--- config.mk ---
export PLATFORM = sky130hd
export DESIGN_NAME = serial_adder_param
export DESIGN_NICKNAME = d
export VERILOG_FILES = /design/src/rtl/serial_adder_param.sv
export SDC_FILE = /design/constraint.sdc
export NUM_CORES = 1
export LEC_CHECK = 0
export BUFFER_PORTS_ARGS = -buffer_cell sky130_fd_sc_hd__buf_2
export CORE_MARGIN = 5
export CORE_UTILIZATION = 26
export DETAILED_ROUTE_END_ITERATION = 16
export GPL_TIMING_DRIVEN = 0
export SLEW_MARGIN = 20
export SYNTH_ARGS = -nofsm -noshare
export SYNTH_HDL_FRONTEND = slang
export SYNTH_SLANG_ARGS = --single-unit
--- constraint.sdc ---
create_clock -name clk -period 1.75 [get_ports clk]
set_clock_uncertainty 0.05 [all_clocks]
set_input_delay 0.35 -clock clk [delete_from_list [all_inputs] [get_ports clk]]
set_output_delay 0.35 -clock clk [all_outputs]
set_load 0.03 [all_outputs]
--- src/rtl/serial_adder_param.sv ---
// Multi-cycle adder: sums two WIDTH-bit operands plus carry-in, DIGIT bits per clock,
// with a start/busy/done handshake. Results load only on the edge that enters DONE.
module serial_adder_param #(
  parameter int WIDTH = 8,
  parameter int DIGIT = 1
) (
  input  logic             clk,
  input  logic             rst,
  input  logic             start,
  input  logic [WIDTH-1:0] a,
  input  logic [WIDTH-1:0] b,
  input  logic             cin,
  output logic             busy,
  output logic             done,
  output logic [WIDTH-1:0] sum,
  output logic             cout,
  output logic             overflow
);

  localparam int N  = (DIGIT > 0) ? WIDTH / DIGIT : 1;
  localparam int CW = (N > 1) ? $clog2(N) : 1;

  generate
    if (WIDTH < 1 || DIGIT < 1 || (WIDTH % DIGIT) != 0) begin : g_bad_params
      $fatal(1, "serial_adder_param: DIGIT must be >= 1 and divide WIDTH");
    end
  endgenerate

  typedef enum logic [1:0] {IDLE, RUN, DONE} state_t;

  state_t           state_reg, state_next;
  logic [WIDTH-1:0] a_reg, b_reg, psum_reg, psum_next;
  logic             carry_reg, a_msb_reg, b_msb_reg;
  logic [CW-1:0]    count_reg;
  logic [DIGIT:0]   dsum;
  logic             last, accept, ovf_final;

  assign busy   = (state_reg == RUN);
  assign done   = (state_reg == DONE);
  assign last   = (count_reg == CW'(N - 1));
  assign accept = start && (state_reg == IDLE || state_reg == DONE);

  // One digit of the addition; its result enters the partial sum from the top.
  always_comb begin
    dsum = {1'b0, a_reg[DIGIT-1:0]} + {1'b0, b_reg[DIGIT-1:0]} + (DIGIT+1)'(carry_reg);
    psum_next = psum_reg >> DIGIT;
    psum_next[WIDTH-1 -: DIGIT] = dsum[DIGIT-1:0];
    ovf_final = (a_msb_reg == b_msb_reg) && (psum_next[WIDTH-1] != a_msb_reg);
  end

  always_ff @(posedge clk or posedge rst) begin
    if (rst) state_reg <= IDLE;
    else     state_reg <= state_next;
  end

  always_comb begin
    state_next = state_reg;
    case (state_reg)
      IDLE:    if (start) state_next = RUN;
      RUN:     if (last) state_next = DONE;
      DONE:    state_next = start ? RUN : IDLE;
      default: state_next = IDLE;
    endcase
  end

  always_ff @(posedge clk or posedge rst) begin
    if (rst) begin
      a_reg     <= '0;
      b_reg     <= '0;
      psum_reg  <= '0;
      carry_reg <= 1'b0;
      a_msb_reg <= 1'b0;
      b_msb_reg <= 1'b0;
      count_reg <= '0;
      sum       <= '0;
      cout      <= 1'b0;
      overflow  <= 1'b0;
    end else if (accept) begin
      a_reg     <= a;
      b_reg     <= b;
      psum_reg  <= '0;
      carry_reg <= cin;
      a_msb_reg <= a[WIDTH-1];
      b_msb_reg <= b[WIDTH-1];
      count_reg <= '0;
    end else if (state_reg == RUN) begin
      a_reg     <= a_reg >> DIGIT;
      b_reg     <= b_reg >> DIGIT;
      psum_reg  <= psum_next;
      carry_reg <= dsum[DIGIT];
      count_reg <= count_reg + CW'(1);
      if (last) begin
        sum      <= psum_next;
        cout     <= dsum[DIGIT];
        overflow <= ovf_final;
      end
    end
  end

endmodule

==> impl_metrics.ini <==
[synth]
yosys_register_bits = 41
synth_area_leaders = dfrtp_1, a22o_1, mux2_2
synth_top_family_by_area = compound AO/OA/AOI/OAI gates
synth_edf_count = 0
netlist_instances = 124
async_flop_share_pct = 100
yosys.area_share.simple_pct = 4.52
synth_nets = 147
yosysWarnings = 0
yosysTopAreaCellShare_pct = 60.8
synth_commonest_cells = dfrtp_1, a22o_1, a21o_1, mux2_2, inv_1
syn_area_per_cell_sq_um = 13.6
synth_fa_ha_area_share_pct = 2.67
synth_cell_types = 27
synth.area.mux_share_pct = 7.26
synth_area_sq_um = 1690
synth-main-ff-cell = dfrtp_1
yosysTopAreaCell = dfrtp_1
synth_xor_area_share_pct = 0
seq_area_frac_synth_pct = 60.8
synth.most_common_cell = dfrtp_1
synth_compound_area_share_pct = 20.1

[layout]
instances_no_fill = 241
finish.utilization_pct = 32.4
nets = 186
register_area_sq_um = 1030
multi_input_area_sq_um = 583
areaGrowthSynthToFinish_pct = 21.9
diodes = 0
final_layout_size_suffix_gt1_share_pct = 36.6
n_fill_cell = 637

[min_path]
worstHoldStart = b[6]
min_path_type = primary input to flop
min_path_cells = 3
min_to = b_reg[6]$_DFFE_PP0P_

[detailed_routing]
drtIter0Drc = 43
drc = 0
num_vias = 1105
drt_wl_total_um = 3320
viasPerCell = 4.59
first_pass_iters = 4
ant_nets = 0
wire_per_inst_um = 13.8

[global_routing]
grt_overflow = 0
grt_pass1_vias = 1161
grt_usage_pct = 8.55
grt_start_max_net_pins = 34
grt_pass1_wl_um = 5690
antenna_found_initial = 0

[sta]
fin_ws_ns = 0.0746
finalMaxSlewViolations = 0
tns_ns = 0
setup_viol = 0
min_period_over_period_pct = 95.7
slew_headroom_pct = 85.8
period_needed_ns = 1.68
worst_pin_slew_ns = 0.213
fmax_mhz = 597
grt_setup_unrepaired = no
worst_hold_slack_ns = 0.225
hold_viol_final = 0

[clocking]
clk_latency_ns = 0.28
cts_buffer_depth = 2
htree_levels = 2
cts_sinks = 41
numCtsBuffers = 5
tritoncts = yes
cts.clk_slew.worst_paths_ns = 0.07
clockRootBuffer = clkbuf_8

[critical_path]
r2r_cells = 5
r2r_slack_ns = 0.10
cp_cell_sequence = nand2b_2 > clkinv_4 > clkbuf_4
critPathKind = flop to primary output
crit_arrival_ns = 1.28
required_ns = 1.35
worstReg2RegStart = count_reg[0]$_DFFE_PP0P_
cp-end-kind = primary output
crit_path_max_incr_delay_ns = 0.38
path_max_fanout = 19
crit_path_start = state_reg[1]$_DFFE_PP0P_
cpMaxStageDelayCell = dfrtp_1
regToRegEndpoint = sum[0]$_DFFE_PP0P_
start_kind = flop

[die]
fp.dieW_um = 90.6
start_util_pct = 26.6
core_region_area_sq_um = 6350
rows = 29
die_y_um = 90.6
die_area_sq_um = 8200
ios = 32

[place]
dpl.hpwl_um = 2450
post-place-ws_ns = 0.0194
post-place-cells = 233
place.gp.congestion = 0.721
port_buffers = 31

[power_and_ir_drop]
vdd_ir_drop_max_mv = 0.803
p_leak_nw = 1.06
powerDensity_nw_per_um2 = 1890

[status]
status = finished clean

[run]
drv_cap = 0
## cell type report
cell class	instances	share of cell area, %
Tap cell	77	4.68
Clock buffer	6	3.53
Timing Repair Buffer	33	9.12
Multi-Input combinational cell	69	28.3
Clock inverter	2	0.486
Inverter	6	1.34
Buffer	7	2.67
Sequential cell	41	49.8
## how the worst max path moves through the flow
stage	endpoint	slack, ns	cells after the start
finish	busy	0.07	3
global route	busy	0.008	3
CTS	sum[0]$_DFFE_PP0P_	0.001	5
detailed placement	sum[0]$_DFFE_PP0P_	0.02	5
global placement	b_reg[6]$_DFFE_PP0P_	-0.17	2
floorplan	sum[0]$_DFFE_PP0P_	0.17	5
## critical path, delay by kind of cell, from the launching register on
| kind | cells | cell delay (ns) |
|---|---|---|
| buf+inv | 2 | 0.39 |
| simple gates | 1 | 0.23 |
| flops | 1 | 0.38 |
## repair_timing
action | in CTS | in global routing
buffers inserted | 0 | 0
resized for setup | 1 | 5
setup endpoints to repair | 1 | 6
hold buffers | 1 | 0
hold endpoints to repair | 8 | 0
## layer usage
metal | global-route usage, % | up-vias | wire length, um
li1 | - | 534 | -
met1 | 10.6 | 544 | 1550
met2 | 13.7 | 23 | 1550
met3 | 3.00 | 4 | 174
met4 | 2.98 | 0 | 38
met5 | 0 | - | 0
## kinds of logic (layout without fill, tap and decap cells)
logic type,Yosys count,count (layout)
compound gates,42,42
fa+ha+maj,3,3
buf+inv,14,54
flops,41,41
mux,11,11
simple gates,13,13
## layout by cell type, fill, tap and decap left out, types with 2 or more instances in the layout
| cell type | n |
|---|---|
| buf_4 | 3 |
| nand2_1 | 3 |
| nor2b_1 | 2 |
| clkbuf_8 | 5 |
| clkinv_2 | 2 |
| a21o_1 | 11 |
| mux2_2 | 10 |
| a22o_1 | 21 |
| buf_6 | 2 |
| o21ai_0 | 3 |
| nor3_1 | 2 |
| a221o_1 | 3 |
| dfrtp_1 | 41 |
| buf_2 | 32 |
| ha_1 | 2 |
| inv_1 | 4 |
## stage by stage
stage,area [sq um],power [mW]
floorplan,1690,2.90
global placement,1940,3.30
detailed placement,1960,3.35
CTS,2050,3.94
global route,2060,4.18
finish,2060,3.88
## report_power, final
group          total, mW  switching (mW)  internal, mW
logic               1.69           0.922         0.769
clock network      0.586           0.310         0.276
registers           1.61           0.226          1.38
total               3.88            1.46          2.43
Power figures use the tool's default switching activity.
